--- src/rtl/rv_elastic_reg_if.sv ---
// Handshake bundle for rv_elastic_reg: producer side, consumer side and occupancy status.
// slave is the view of the storage block itself; master is the view of whatever drives it.
interface rv_elastic_reg_if #(
  parameter int WIDTH = 3,
  parameter int DEPTH = 4
);
  localparam int CW = $clog2(DEPTH + 1);

  logic             in_valid;
  logic             in_ready;
  logic [WIDTH-1:0] in_data;
  logic             out_valid;
  logic             out_ready;
  logic [WIDTH-1:0] out_data;
  logic [CW-1:0]    count;
  logic             full;
  logic             empty;

  modport slave (
    input  in_valid, in_data, out_ready,
    output in_ready, out_valid, out_data, count, full, empty
  );

  modport master (
    output in_valid, in_data, out_ready,
    input  in_ready, out_valid, out_data, count, full, empty
  );
endinterface

--- src/rtl/rv_elastic_reg.sv ---
// Valid/ready elastic buffer of DEPTH slots with FIFO ordering, no in-to-out bypass,
// asynchronous active-low reset and a synchronous flush that wins over push and pop.
module rv_elastic_reg #(
  parameter int               WIDTH       = 3,
  parameter int               DEPTH       = 4,
  parameter logic [WIDTH-1:0] RESET_VALUE = {WIDTH{1'b0}}
) (
  input  logic            clk,
  input  logic            rst,
  input  logic            clr,
  rv_elastic_reg_if.slave bus
);
  localparam int            AW      = $clog2(DEPTH);
  localparam int            CW      = $clog2(DEPTH + 1);
  localparam logic [CW-1:0] DEPTH_C = CW'(DEPTH);

  logic [AW-1:0]    wr_ptr_reg, wr_ptr_next;
  logic [AW-1:0]    rd_ptr_reg, rd_ptr_next;
  logic [CW-1:0]    count_reg, count_next;
  logic [WIDTH-1:0] slot_q [DEPTH];
  logic             full, empty, push, pop;

  // Handshake qualifiers depend only on registered occupancy, so in_ready never sees out_ready.
  assign full  = (count_reg == DEPTH_C);
  assign empty = (count_reg == '0);
  assign push  = bus.in_valid && !full;
  assign pop   = bus.out_ready && !empty;

  always_comb begin
    wr_ptr_next = wr_ptr_reg;
    rd_ptr_next = rd_ptr_reg;
    count_next  = count_reg;
    if (clr) begin
      wr_ptr_next = '0;
      rd_ptr_next = '0;
      count_next  = '0;
    end else begin
      if (push) wr_ptr_next = wr_ptr_reg + AW'(1);
      if (pop)  rd_ptr_next = rd_ptr_reg + AW'(1);
      case ({push, pop})
        2'b10:   count_next = count_reg + CW'(1);
        2'b01:   count_next = count_reg - CW'(1);
        default: count_next = count_reg;
      endcase
    end
  end

  always_ff @(posedge clk or negedge rst) begin
    if (!rst) begin
      wr_ptr_reg <= '0;
      rd_ptr_reg <= '0;
      count_reg  <= '0;
    end else begin
      wr_ptr_reg <= wr_ptr_next;
      rd_ptr_reg <= rd_ptr_next;
      count_reg  <= count_next;
    end
  end

  // Slots are plain registers because both reset and flush must restore every one of them.
  generate
    for (genvar gi = 0; gi < DEPTH; gi++) begin : g_slot
      logic [WIDTH-1:0] data_reg;
      logic             wr_en;

      assign wr_en = push && (wr_ptr_reg == AW'(gi));

      always_ff @(posedge clk or negedge rst) begin
        if (!rst) begin
          data_reg <= RESET_VALUE;
        end else if (clr) begin
          data_reg <= RESET_VALUE;
        end else if (wr_en) begin
          data_reg <= bus.in_data;
        end
      end

      assign slot_q[gi] = data_reg;
    end
  endgenerate

  assign bus.in_ready  = !full;
  assign bus.out_valid = !empty;
  assign bus.out_data  = empty ? RESET_VALUE : slot_q[rd_ptr_reg];
  assign bus.count     = count_reg;
  assign bus.full      = full;
  assign bus.empty     = empty;
endmodule

--- src/flat_wrapper.sv ---
// flat-port wrapper written by rule: the top's interface ports become plain ports
module rv_elastic_reg_flat 
#(
  parameter int               WIDTH       = 3,
  parameter int               DEPTH       = 4,
  parameter logic [WIDTH-1:0] RESET_VALUE = {WIDTH{1'b0}}
)
  (clk, rst, clr, bus_in_valid, bus_in_data, bus_out_ready, bus_in_ready, bus_out_valid, bus_out_data, bus_count, bus_full, bus_empty);
  rv_elastic_reg_if #(.WIDTH(WIDTH), .DEPTH(DEPTH)) bus_i ();
  input  logic clk;
  input  logic rst;
  input  logic clr;
  input wire logic [$bits(bus_i.in_valid)-1:0] bus_in_valid;
  input wire logic [$bits(bus_i.in_data)-1:0] bus_in_data;
  input wire logic [$bits(bus_i.out_ready)-1:0] bus_out_ready;
  output wire logic [$bits(bus_i.in_ready)-1:0] bus_in_ready;
  output wire logic [$bits(bus_i.out_valid)-1:0] bus_out_valid;
  output wire logic [$bits(bus_i.out_data)-1:0] bus_out_data;
  output wire logic [$bits(bus_i.count)-1:0] bus_count;
  output wire logic [$bits(bus_i.full)-1:0] bus_full;
  output wire logic [$bits(bus_i.empty)-1:0] bus_empty;
  assign bus_i.in_valid = bus_in_valid;
  assign bus_i.in_data = bus_in_data;
  assign bus_i.out_ready = bus_out_ready;
  assign bus_in_ready = bus_i.in_ready;
  assign bus_out_valid = bus_i.out_valid;
  assign bus_out_data = bus_i.out_data;
  assign bus_count = bus_i.count;
  assign bus_full = bus_i.full;
  assign bus_empty = bus_i.empty;
  rv_elastic_reg #(.WIDTH(WIDTH), .DEPTH(DEPTH), .RESET_VALUE(RESET_VALUE)) u_core (.clk(clk), .rst(rst), .clr(clr), .bus(bus_i));
endmodule
--- config.mk ---
export PLATFORM = sky130hd
export DESIGN_NAME = rv_elastic_reg_flat
export DESIGN_NICKNAME = d
export VERILOG_FILES = /design/src/rtl/rv_elastic_reg_if.sv /design/src/rtl/rv_elastic_reg.sv /design/src/flat_wrapper.sv
export SDC_FILE = /design/constraint.sdc
export NUM_CORES = 1
export LEC_CHECK = 0
export ABC_AREA = 1
export CELL_PAD_IN_SITES_DETAIL_PLACEMENT = 0
export CELL_PAD_IN_SITES_GLOBAL_PLACEMENT = 1
export CORE_MARGIN = 3
export CORE_UTILIZATION = 38
export CTS_CLUSTER_DIAMETER = 100
export DETAILED_ROUTE_END_ITERATION = 8
export PLACE_DENSITY_LB_ADDON = 0.05
export SYNTH_ARGS = -nofsm -noshare
export SYNTH_HDL_FRONTEND = slang
export SYNTH_SLANG_ARGS = --single-unit
--- constraint.sdc ---
create_clock -name clk -period 2.2 [get_ports clk]
set_input_delay 0.22 -clock clk [delete_from_list [all_inputs] [get_ports clk]]
set_output_delay 0.22 -clock clk [all_outputs]
set_load 0.03 [all_outputs]
==> flow_metrics.env <==
export IMPL_fmax_mhz=501.6
export IMPL_critPathKind="reg2out"
export IMPL_layout_commonest_cell="nand2_1"
export IMPL_synthesis_nets=148
export IMPL_grt_ovfl_total=0
export IMPL_tightest_slew_ns=0.3726
export IMPL_status="completed"
export IMPL_finalCriticalPeriod_ns=1.994
export IMPL_die_y_um=59.40
export IMPL_routed_wl_um=2445
export IMPL_final_cell_mix="nand2_1, inv_1, dfrtp_1"
export IMPL_dieArea_sq_um=3528
export IMPL_maxSlewHeadroom=0.7507
export IMPL_place_congestion=0.7986
export IMPL_vias_per_cell=4.877
export IMPL_setup_worst_path_end_class="primary output"
export IMPL_ant_nets=0
export IMPL_cts_sinks=19
export IMPL_grt_antenna_before_repair=0
export IMPL_syn_to_final_growth_pct=23.79
export IMPL_rsz0062_at_grt="no"
export IMPL_numCtsBuffers=3
export IMPL_dr_first_iter_drc_count=25
export IMPL_use_met2=0.2449
export IMPL_power_density_nw_per_um2=1108
export IMPL_clkTransAtPathRegs_ns=0.13
export IMPL_final_hold_viol_count=0
export IMPL_core_rowCount=18
export IMPL_io_buffers=17
export IMPL_die_w_um=59.40
export IMPL_hp_class="in2async"
export IMPL_start_kind="register"
export IMPL_cp_max_fo=5
export IMPL_ys_seq_area_frac=0.4388
export IMPL_cp_required_ns=1.98
export IMPL_grt_pass1_vias=874
export IMPL_maxCapViolCount=0
export IMPL_grt_total_usage=0.1597
export IMPL_ir_drop_mv=0.8463
export IMPL_crit_arrival_ns=1.77
export IMPL_clockRootBuffer="clkbuf_4"
export IMPL_cts_setup_buffers=0
export IMPL_grt_pass1_wl_um=4174
export IMPL_utilization=0.5179
export IMPL_syn_area_sq_um=1084
export IMPL_drtPass1Iterations=4
export IMPL_post_cts_resized=0
export IMPL_setup_violations_final=0
export IMPL_gr_usage_met3=0.02614
export IMPL_leakage_nw=0.7168
export IMPL_wl_per_cell_um=13.07
export IMPL_worstSkewPairLatency_ns=0.30
export IMPL_cts_buffer_depth=2
export IMPL_grt_max_degree=20
export IMPL_coreArea_sq_um=2590
export IMPL_finalMaxSlewViolations=0
export IMPL_synth_warning_count=0
export IMPL_hpwl_um=1910
export IMPL_layout_drive_gt1_share=0.1274
export IMPL_nets=171
export IMPL_fin_setup_tns_ns=0
export IMPL_drcViolationCount=0
export IMPL_fin_crit_sh=0.9061
export IMPL_busiest_layer="met2"
export IMPL_avgSynthCellArea_sq_um=8.026
export IMPL_finClkSkew_ns=0.01138
export IMPL_ioPinCount=18
export IMPL_largest_reg_flops=12
export IMPL_h_tree_depth=1
export IMPL_use_met1=0.2263
export IMPL_start_util=0.4184
export IMPL_antennaDiodeCount=0
export IMPL_ctsHoldBuffers=0
export IMPL_ys_types=19
export IMPL_postSynthCellCount=135
export IMPL_ys_seq_elements=19
export IMPL_cts_tree="built"
export IMPL_vias=912
synthesized netlist by cell type, drive strengths merged:
master,instances,area (sq um)
fa,1,20.02
nand2,44,207.7
a21oi,12,63.81
inv,21,81.33
nand3b,1,7.510
dfrtp,19,475.5
o21ai,15,75.07
buf,1,5.000
ha,4,50.05
nand3,11,55.05
xnor2,1,8.760
nor2,5,33.78
where the power goes:
group,internal (mW),total [mW],switching [mW]
Clock,0.0692,0.189,0.120
Combinational,0.311,0.825,0.514
Sequential,0.409,0.472,0.0631
Total,0.790,1.49,0.696
path summary, 6_finish.rpt:
check	from	endpoint	slack, ns	depth (start not counted)
setup / recovery	u_core.bus.count[0]	bus_full	0.21	4
hold / removal	rst	u_core.g_slot[1].data_reg[2]	0.23	2
setup reg to reg	u_core.bus.count[0]	u_core.bus.count[2]	0.33	12
hold reg to reg	u_core.g_slot[0].data_reg[0]	u_core.g_slot[0].data_reg[0]	0.52	2
max in group asynchronous	rst	u_core.bus.count[2]	1.75	2
min in group clk	u_core.g_slot[0].data_reg[0]	u_core.g_slot[0].data_reg[0]	0.52	2
cells by family (layout without fill, tap and decap cells):
group	Yosys count	count (layout)	share of synthesized area
xor+xnor	1	1	0.008085
flops	19	19	0.4388
compound gates	27	27	0.1282
fa+ha+maj	5	5	0.06467
buf+inv	22	44	0.07967
simple gates	61	61	0.2806
through the flow:
stage | total power [mW] | cells | hold slack (ns) | setup WS, ns | area [sq um]
global route | 1.613 | 187 | 0.2243 | 0.1053 | 1341
floorplan | 1.017 | 135 | -0.07559 | 0.1419 | 1084
detailed placement | 1.325 | 183 | 0.4992 | 0.2529 | 1301
finish | 1.486 | 187 | 0.2322 | 0.2065 | 1341
CTS | 1.518 | 187 | 0.2369 | 0.03740 | 1331
global placement | 1.312 | 183 | 0.4944 | 0.2883 | 1301
layout make-up:
cell class                      count  area (sq um)
Fill cell                         262          1249
Multi-Input combinational cell     94         521.8
Sequential cell                    19         475.5
Timing Repair Buffer               19         195.2
Inverter                           21         81.33
Tap cell                           30         37.54
Clock buffer                        3         22.52
Clock inverter                      1         7.507
critical path, stage by stage, from the launching register on:
cell             delay [ns]
dfrtp_1                0.48
nor2_4                 0.18
nand2_2                0.10
inv_1                  0.06
clkdlybuf4s50_1        0.66
layer usage:
layer | vias up | routed length (um)
met5 | - | 0
met1 | 425 | 1196
met4 | 0 | 21
met2 | 13 | 1146
li1 | 472 | -
met3 | 2 | 81
Power figures use the tool's default switching activity.
